**src/rtl/tff_pkg.sv**
```systemverilog
// Shared definitions for toggle-cell based counters: direction encoding
// and the helper that turns a desired next value into a toggle vector.
package tff_pkg;

  localparam logic DIR_DOWN = 1'b0;
  localparam logic DIR_UP   = 1'b1;

  // Widest vector the shared helper handles; callers zero-extend and truncate.
  localparam int TFF_MAX_WIDTH = 32;

  typedef logic [TFF_MAX_WIDTH-1:0] tff_vec_t;

  // A T cell holding cur reaches nxt when toggled by cur ^ nxt.
  function automatic tff_vec_t tff_toggle_for(input tff_vec_t cur, input tff_vec_t nxt);
    return cur ^ nxt;
  endfunction

endpackage

```
**src/rtl/tff_cell.sv**
```systemverilog
// Single-bit T flip-flop with synchronous active-high reset to 0.
module tff_cell (
  input  logic clk,
  input  logic rst,
  input  logic t,
  output logic q
);

  // Toggle on t, clear on rst.
  always_ff @(posedge clk) begin
    if (rst) begin
      q <= 1'b0;
    end else begin
      q <= q ^ t;
    end
  end

endmodule

```
**src/rtl/tff_updown_counter.sv**
```systemverilog
// Loadable modulo-N up/down counter built from a column of T cells.
// All count behaviour is expressed as a toggle vector fed to the cells;
// tc predicts a wrap on the next edge and wrap is its registered copy.
module tff_updown_counter
  import tff_pkg::*;
#(
  parameter int WIDTH  = 4,
  parameter int MODULO = 10
) (
  input  logic             clk,
  input  logic             rst,
  input  logic             en,
  input  logic             up,
  input  logic             load,
  input  logic [WIDTH-1:0] din,
  output logic [WIDTH-1:0] q,
  output logic             tc,
  output logic             wrap
);

  // Refuse to build with a count range the register cannot hold.
  if (WIDTH < 1 || WIDTH > TFF_MAX_WIDTH) begin : g_bad_width
    $error("tff_updown_counter: WIDTH must be 1..32");
  end
  if (MODULO < 2 || 64'(MODULO) > (64'(1) << WIDTH)) begin : g_bad_modulo
    $error("tff_updown_counter: MODULO must satisfy 2 <= MODULO <= 2**WIDTH");
  end

  localparam logic [WIDTH-1:0] MAX_VAL = WIDTH'(MODULO - 1);
  localparam logic [WIDTH:0]   MOD_EXT = (WIDTH + 1)'(MODULO);

  logic [WIDTH-1:0] din_clamped;
  logic [WIDTH-1:0] up_t;
  logic [WIDTH-1:0] dn_t;
  logic [WIDTH-1:0] t;
  logic             run_and;
  logic             run_nor;
  logic             at_max;
  logic             at_zero;

  assign at_max  = (q == MAX_VAL);
  assign at_zero = (q == '0);

  // Out-of-range load values saturate to the top of the count range.
  always_comb begin
    din_clamped = din;
    if ({1'b0, din} >= MOD_EXT) begin
      din_clamped = MAX_VAL;
    end
  end

  // Binary increment/decrement toggles: a bit flips when all lower bits are 1 (up) or 0 (down).
  always_comb begin
    up_t    = '0;
    dn_t    = '0;
    run_and = 1'b1;
    run_nor = 1'b1;
    for (int i = 0; i < WIDTH; i++) begin
      up_t[i] = run_and;
      dn_t[i] = run_nor;
      run_and = run_and & q[i];
      run_nor = run_nor & ~q[i];
    end
  end

  // Toggle-vector mux: load beats count; the wrap branches jump to 0 or MODULO-1.
  always_comb begin
    t = '0;
    if (load) begin
      t = WIDTH'(tff_toggle_for(TFF_MAX_WIDTH'(q), TFF_MAX_WIDTH'(din_clamped)));
    end else if (en) begin
      if (up == DIR_UP) begin
        t = at_max ? q : up_t;
      end else begin
        t = at_zero ? MAX_VAL : dn_t;
      end
    end
  end

  // Terminal count: the next edge will wrap.
  always_comb begin
    tc = 1'b0;
    if (en && !load) begin
      tc = ((up == DIR_UP) && at_max) || ((up == DIR_DOWN) && at_zero);
    end
  end

  // One T cell per count bit.
  for (genvar i = 0; i < WIDTH; i++) begin : g_cell
    tff_cell u_cell (
      .clk (clk),
      .rst (rst),
      .t   (t[i]),
      .q   (q[i])
    );
  end

  // Wrap pulse is the registered terminal count.
  always_ff @(posedge clk) begin
    if (rst) begin
      wrap <= 1'b0;
    end else begin
      wrap <= tc;
    end
  end

endmodule

```
**config.mk**
```make
export PLATFORM = sky130hd
export DESIGN_NAME = tff_updown_counter
export DESIGN_NICKNAME = d
export VERILOG_FILES = /design/src/rtl/tff_pkg.sv /design/src/rtl/tff_cell.sv /design/src/rtl/tff_updown_counter.sv
export SDC_FILE = /design/constraint.sdc
export NUM_CORES = 1
export LEC_CHECK = 0
export CORE_AREA = 5 5 42 44
export DETAILED_ROUTE_END_ITERATION = 10
export DIE_AREA = 0 0 47 49
export PLACE_DENSITY = 0.57
export SLEW_MARGIN = 20
export SYNTH_ARGS = -nofsm -noshare
export SYNTH_HDL_FRONTEND = slang
export SYNTH_SLANG_ARGS = --single-unit
export TNS_END_PERCENT = 20
```
**constraint.sdc**
```tcl
create_clock -name clk -period 2.7 [get_ports clk]
set_input_delay 0.54 -clock clk [delete_from_list [all_inputs] [get_ports clk]]
set_output_delay 0.54 -clock clk [all_outputs]
set_load 0.01 [all_outputs]
```
Word-level counts from Yosys, hierarchy flattened. Cells that the tools add are included.

Bits of input ports: 9. Output and inout bits: 6. Register bits after elaboration: 5. ROM bits: 0. Bits in latches: 0. Memories kept: 0. RAM bits: 0. Logic and storage cells: 33.

Multiplexer cells: 7. Reduce and logical (&&, ||, !) cells: 6. Bitwise operators: 13. Divide/modulo/power cells: 0. $add $sub $neg: 0. Eq/ne operators: 1. $mul: 0. Magnitude comparators: 1. Shift operators: 0.

Operators by type and width (count): $mux W4 (6); $and A1 B1 Y1 (4); $eq A4 B4 Y1 const B (1); $ge A4 B4 Y1 const B (1); $logic_not A4 Y1 (1); $not A1 Y1 (4); $xor A1 B1 Y1 (4); $xor A4 B4 Y4 (1); $logic_and A1 B1 Y1 (3); $logic_not A1 Y1 (1); $logic_or A1 B1 Y1 (1); $mux W1 (1).

Depth between registers and ports, before layout. Gate-level depths: netlist (run 1).

Depth after elaboration: 8. Gate-level depth with buffers: 5. Mapped depth without buffers: 4.

By module. From an unflattened synthesis (run 1), not the netlist that was laid out.

Cell total of the unflattened synthesis: 45. Area total of the unflattened synthesis: 349.1 µm².

By module, submodules not included: tff_updown_counter (area each 219.0 µm², times used 1, cells each 33, seq. area each 20.0 µm²); tff_cell (area each 32.5 µm², times used 4, cells each 3, seq. area each 20.0 µm²).

Least setup slack after synthesis (run 1). Ideal clock, no wire load.

Path type: input port to output port. Start point: in up. End point: out tc. Path slack: 0.763 ns. Stages on the path: 3. Buffers on the path: 1. Arrival: 1.397 ns. Data required time: 2.160 ns. Path through: buf_6 or3_4 a2111oi_4.

Cells in the longest elaborated chain, start to end: 4. Elaborated cells on any way between the ends: 5. Those cells by class: mux (1); bitwise (1); reduce/logical (3).

Ends and longest elaborated chain: start: declaration (line tff_updown_counter.sv:13) `input logic up,`; $not A1 Y1 (line tff_updown_counter.sv:84) `tc = ((up == DIR_UP) && at_max) || ((up == DIR_DOWN) && at_zero);`; $logic_and A1 B1 Y1 (line tff_updown_counter.sv:84); $logic_or A1 B1 Y1 * (line tff_updown_counter.sv:84); $mux W1 * (line tff_updown_counter.sv:83) `if (en && !load) begin`; end: declaration (line tff_updown_counter.sv:17) `output logic tc,`.

Mark *: on every way between the ends. The rest lies on a longest branch, timed or not.

Worst setup path after layout (run 1). Same ends and word-level chain as after synthesis.

==> impl_metrics.csv, run 1 <==
group,metric,value,unit
status,outcome,"finished clean",
worst_hold_path,min_to,"g_cell[2].u_cell.q",
final_layout,final_util,41.7,%
final_layout,nNetsFinal,78,
final_layout,area_delta_synth_final,39.8,%
route,drtPass1Iterations,3,
worst_setup_path,path_max_fanout,2,
logic_synthesis,syn-num-nets,62,
die,fp.dieH,49,um
worst_setup_path,crit_required,2160,ps
route,drt-initial-drc-count,8,
sta,clock.fmax,0.397,GHz
worst_setup_path,ff2ff_path_depth,5,
final_layout,num_antenna_cells,0,
worst_setup_path,crit_family,"buffers and inverters",
global_route,grtUsageMet3,4.43,%
sta,max_slew_margin,74.7,%
pwr,leakagePower,0.214,nW
logic_synthesis,ys_warn_count,0,
worst_setup_path,worstSetupPathType,"primary input to output port",
final_layout,multiInputGateArea,253,um^2
sta,drv_slew,0,
global_route,overflow,0,
place,gp_congestion,0.698,
logic_synthesis,ys_ff_latch,5,
sta,setup_ws,178,ps
place,place_ws,-125,ps
clock_network,post_cts_buffers,0,
worst_hold_path,hold_path_depth,2,
die,start_util,29.8,%
global_route,use_met1,12.5,%
logic_synthesis,synth_cell_types,26,
job,max-cap-violations,0,
global_route,use_met2,12.0,%
pwr,total_power,0.247,mW
clock_network,cts_htree_levels,1,
worst_hold_path,holdCritPathClass,"flip-flop to flip-flop",
die,io_pins,15,
pwr,vdd_drop_max,0.237,mV
clock_network,numCtsBuffers,3,
sta,tightestPinTransition,379,ps
route,remaining_drc_errors,0,
global_route,first_global_vias,381,
global_route,grt_max_degree,11,
die,dieArea,2300,um^2
sta,clock_skew,8.43,ps
clock_network,clkLatencyLatePin,250,ps
pwr,power_density,423,nW/um^2
worst_setup_path,reg2reg_slack,1230,ps
worst_setup_path,crit_path_max_incr_delay,420,ps
global_route,grt_pass1_wl,1.61,mm
worst_setup_path,critPathBufInv,2,
route,final_antenna_net_count,0,
place,numPortBuffers,14,
worst_setup_path,rr_endpoint,"g_cell[2].u_cell.q",
logic_synthesis,synth.avg_cell_area,7.88,um^2
die,std_cell_rows,14,
sta,hold_slack,678,ps
worst_setup_path,path_cells,"clkdlybuf4s50_1, or3_4, a2111oi_4, dlygate4sd2_1",
sta,setup_violations,0,
route,via_per_inst,4.85,
die,core-area,1400,um^2
worst_setup_path,r2r_start,"g_cell[1].u_cell.q",
worst_setup_path,cp-start-kind,"primary input",
worst_hold_path,min_from,"g_cell[3].u_cell.q",
worst_setup_path,worstPathArrival,1980,ps
sta,period_share,93.4,%
logic_synthesis,syn_area,418,um^2
final_layout,drive_above_1_share,17.6,%
global_route,track_usage,9.65,%
route,wl_per_cell,10.9,um
final_layout,register_area,100,um^2
sta,rsz0062_at_grt,"no",
route,routed_wl,914,um
global_route,top_usage_layer,"met1",
worst_setup_path,worst-path-stages,4,
worst_setup_path,slowest_stage,"clkdlybuf4s50_1",
clock_network,cts.clk_slew.worst_paths,50,ps
global_route,antenna_found_initial,0,
clock_network,clock_sinks,5,
worst_setup_path,end_kind,"output port",
clock_network,cts_tree,"yes",
route,vias,407,
die,die_w,47,um
logic_synthesis,ys_seq_area_share,24.0,%
final_layout,n_fill_cell,150,
clock_network,cts_buffer_depth,2,
sta,period_needed,2520,ps
clock_network,cts-root-buf,"clkbuf_4",
sta,hold_viol,0,
logic_synthesis,syn_inst,53,
cells in the final DEF (no fill, tap or decap), drive strengths merged:
cell type       n
dfxtp           5
nand2b          2
clkdlybuf4s50  13
xor2            1
mux2            1
a21oi           4
clkinv          1
a221oi          1
inv             2
nor3            1
a2111oi         2
nor4            3
a311oi          1
o21a            1
nor2b           1
clkbuf          3
dlygate4sd2     1
nand2           5
xnor2           2
nand3           3
or3             1
nor2            4
o31a            1
buf             5
a21boi          1
o21ai           3
logic make-up (layout without fill, tap and decap cells):
logic type | count (synthesis) | after routing | synth area share, %
xor+xnor | 3 | 3 | 6.29
simple gates | 20 | 20 | 24.5
compound gates | 14 | 14 | 26.9
mux | 1 | 1 | 2.69
buf+inv | 10 | 25 | 15.6
flops | 5 | 5 | 24.0
report_power, final:
group          total (mW)  internal [mW]  leakage [nW]  switching (mW)
Sequential         0.0876         0.0791        0.0413         0.00847
Combinational      0.0718         0.0416         0.155          0.0301
Clock              0.0878         0.0538        0.0177          0.0340
Total               0.247          0.175         0.214          0.0726
registers in the layout, summed over array words and instances, names as in the netlist:
signal	count
wrap	1
g_cell.u_cell.q	4
worst register-to-register path, cell delays in order, from the launching register on:
cell and delay [ps]:
dfxtp_1 350, nand2b_1 210, buf_4 160, nor4_1 260, a21oi_1 120, a221oi_1 280
metrics by stage:
stage / TNS (ps) / cell area [um^2] / instances
after global placement: -136 / 558 / 80
final: 0 / 584 / 84
after global routing: 0 / 584 / 84
after detailed placement: -125 / 558 / 80
after floorplan: 0 / 418 / 53
after CTS: 0 / 584 / 84
layout make-up:
type	count	share of cell area [%]
clock buffers	3	3.85
clock inverters	1	0.857
inverters	2	1.28
multi-input cells	38	43.3
flip-flops and latches	5	17.1
well taps	16	3.43
repair buffers	19	30.2
per-layer routing:
metal  share of wire [%]  vias to the layer above
li1                    -                      215
met1                  45                      175
met2                  42                       13
met3                  10                        4
met4                 2.5                        0
met5                   0                        -
worst max path at each step:
stage	to	slack [ps]	start
finish	tc	180	up
global route	tc	90	up
CTS	tc	160	up
global placement	tc	-140	up
detailed placement	tc	-120	up
floorplan	tc	760	up
Yosys cell counts:
cell type  instances  share of area (%)
nor3_1             1                1.2
xnor2_1            2                4.2
nor4_1             3                4.5
a21oi_1            4                4.8
o31a_1             1                2.1
inv_1              2                1.8
buf_4              5                9.0
clkbuf_1           1               0.90
a2111oi_0          1                2.1
nand2_1            5                4.5
xor2_1             1                2.1
a2111oi_4          1                6.6
nand2b_1           2                3.0
o21a_1             1                1.8
nor2_1             4                3.6
nor2b_1            1                1.5
or3_4              1                2.7
buf_2              1                1.2
mux2_2             1                2.7
a21boi_0           1                1.8
o21ai_0            3                3.6
buf_6              1                2.7
a311oi_1           1                2.1
nand3_1            3                3.6
dfxtp_1            5                 24
a221oi_1           1                2.1
timing repair:
action | in CTS | in global routing
setup endpoints to repair | 1 | 0
gates resized for setup | 1 | 0
hold buffers | 0 | 0
Power figures use the tool's default switching activity.
==> inputs of run 2 (changes only) <==
--- a/config.mk
+++ b/config.mk
@@ -6,9 +6,11 @@
 export NUM_CORES = 1
 export LEC_CHECK = 0
 export CORE_AREA = 5 5 42 44
+export CTS_CLUSTER_DIAMETER = 150
 export DETAILED_ROUTE_END_ITERATION = 10
 export DIE_AREA = 0 0 47 49
 export PLACE_DENSITY = 0.57
+export SETUP_SLACK_MARGIN = 0.2
 export SLEW_MARGIN = 20
 export SYNTH_ARGS = -nofsm -noshare
 export SYNTH_HDL_FRONTEND = slang
==> run 2 against run 1 <==
Setup slack improved by 120 ps. Combinational power barely moved. Clock power barely moved. Final cell count did not move. Register-to-register slack barely moved. Fmax rose by 4.9%. Die area did not move.
==> impl_metrics.csv, run 2 (synthesis gave the netlist of run 1 again) <==
group,metric,value,unit
worst_setup_path,crit_required,2160,ps
global_route,overflow,0,
sta,clock.fmax,0.416,GHz
route,drtPass1Iterations,3,
route,routed_wl,912,um
die,dieArea,2300,um^2
final_layout,layout_common_cells,"13 x clkdlybuf4s50_1, 5 x nand2_1, 5 x dfxtp_1, 5 x buf_4",
clock_network,numCtsBuffers,3,
clock_network,post_cts_buffers,0,
clock_network,clock_sinks,5,
status,outcome,"finished clean",
final_layout,drive_above_1_share,19.1,%
die,die_w,47,um
sta,rsz0062_at_grt,"no",
die,io_pins,15,
final_layout,area_delta_synth_final,38.9,%
worst_setup_path,worstSetupPathType,"primary input to output port",
final_layout,top_regs,"g_cell.u_cell.q x4, wrap x1",
job,max-cap-violations,0,
route,wl_per_cell,10.9,um
final_layout,largest_reg_flops,4,
pwr,total_power,0.247,mW
die,core-area,1400,um^2
clock_network,cts-root-buf,"clkbuf_4",
sta,tightestPinTransition,379,ps
route,vias,407,
final_layout,final_util,41.4,%
route,final_antenna_net_count,0,
clock_network,cts_htree_levels,1,
place,gp_congestion,0.698,
clock_network,clkLatencyLatePin,250,ps
pwr,vdd_drop_max,0.237,mV
route,remaining_drc_errors,0,
die,fp.dieH,49,um
route,via_per_inst,4.85,
die,std_cell_rows,14,
worst_setup_path,cp-start-kind,"primary input",
global_route,first_global_vias,381,
final_layout,num_antenna_cells,0,
die,start_util,29.8,%
sta,max_slew_margin,74.7,%
sta,drv_slew,0,
pwr,leakagePower,0.212,nW
final_layout,nNetsFinal,78,
clock_network,cts_tree,"yes",
clock_network,cts_buffer_depth,2,
global_route,grt_pass1_wl,1.60,mm
global_route,antenna_found_initial,0,
worst_setup_path,worstPathArrival,1860,ps
global_route,grt_max_degree,11,
worst_hold_path,holdCritPathClass,"flip-flop to flip-flop",
sta,period_needed,2400,ps
place,dpl.cell_count,80,
sta,setup_violations,0,
sta,hold_viol,0,
final_layout,final_cells,84,
sta,period_share,89.0,%
place,numPortBuffers,14,
pwr,power_density,425,nW/um^2
global_route,track_usage,9.58,%
worst_setup_path,end_kind,"output port",
clock_network,cts.clk_slew.worst_paths,50,ps
worst_setup_path,path_max_fanout,2,
sta,clock_skew,8.43,ps
final_layout,final_common_cell,"clkdlybuf4s50_1",
route,drt-initial-drc-count,8,
worst_setup_path,reg2reg_slack,1230,ps
final_layout,top_register,"g_cell.u_cell.q",
## run 2: layout make-up
class	instances	area, um^2
tap	16	20.0
multi-input combinational	38	253
clock inverter	1	5.00
timing repair buffer	19	173
sequential	5	100
clock buffer	3	22.5
inverter	2	7.51
fill	152	821
## run 2: critical path: stages
cell             delay, ps
clkdlybuf4s50_1        420
or3_4                  340
a2111oi_4              370
buf_2                  190
## run 2: final timing paths
| kind | startpoint | to | depth (start not counted) |
|---|---|---|---|
| worst min register to register | g_cell[3].u_cell.q | g_cell[2].u_cell.q | 2 |
| worst max-delay path | up | tc | 4 |
| worst min-delay path | g_cell[3].u_cell.q | g_cell[2].u_cell.q | 2 |
| worst max register to register | g_cell[1].u_cell.q | g_cell[2].u_cell.q | 5 |
## run 2: metal layers
metal  share of wire [%]  global-route usage [%]  vias to the layer above
li1                    -                       -                      215
met1                  46                    12.7                      175
met2                  42                    12.0                       13
met3                 8.9                    3.69                        4
met4                 2.5                    6.91                        0
met5                   0                       0                        -
## run 2: where the power goes
group	internal [mW]	total [mW]	switching (mW)
logic	0.0415	0.0716	0.0301
registers	0.0791	0.0876	0.00847
clock network	0.0538	0.0878	0.0340
## run 2: metrics by stage
stage	cell area, um^2	hold WS, ps	setup TNS (ps)	setup slack [ps]
after global routing	581	719	0	224
after detailed placement	558	666	-125	-125
after global placement	558	680	-136	-136
final	581	678	0	297
after floorplan	418	606	0	763
after CTS	581	673	0	281
## run 2: what timing repair did
| item | CTS | global route |
|---|---|---|
| hold buffers | 0 | 0 |
| endpoints found under the setup margin | 1 | 0 |
| gates resized for setup | 4 | 0 |
| hold endpoints to repair | 0 | 0 |
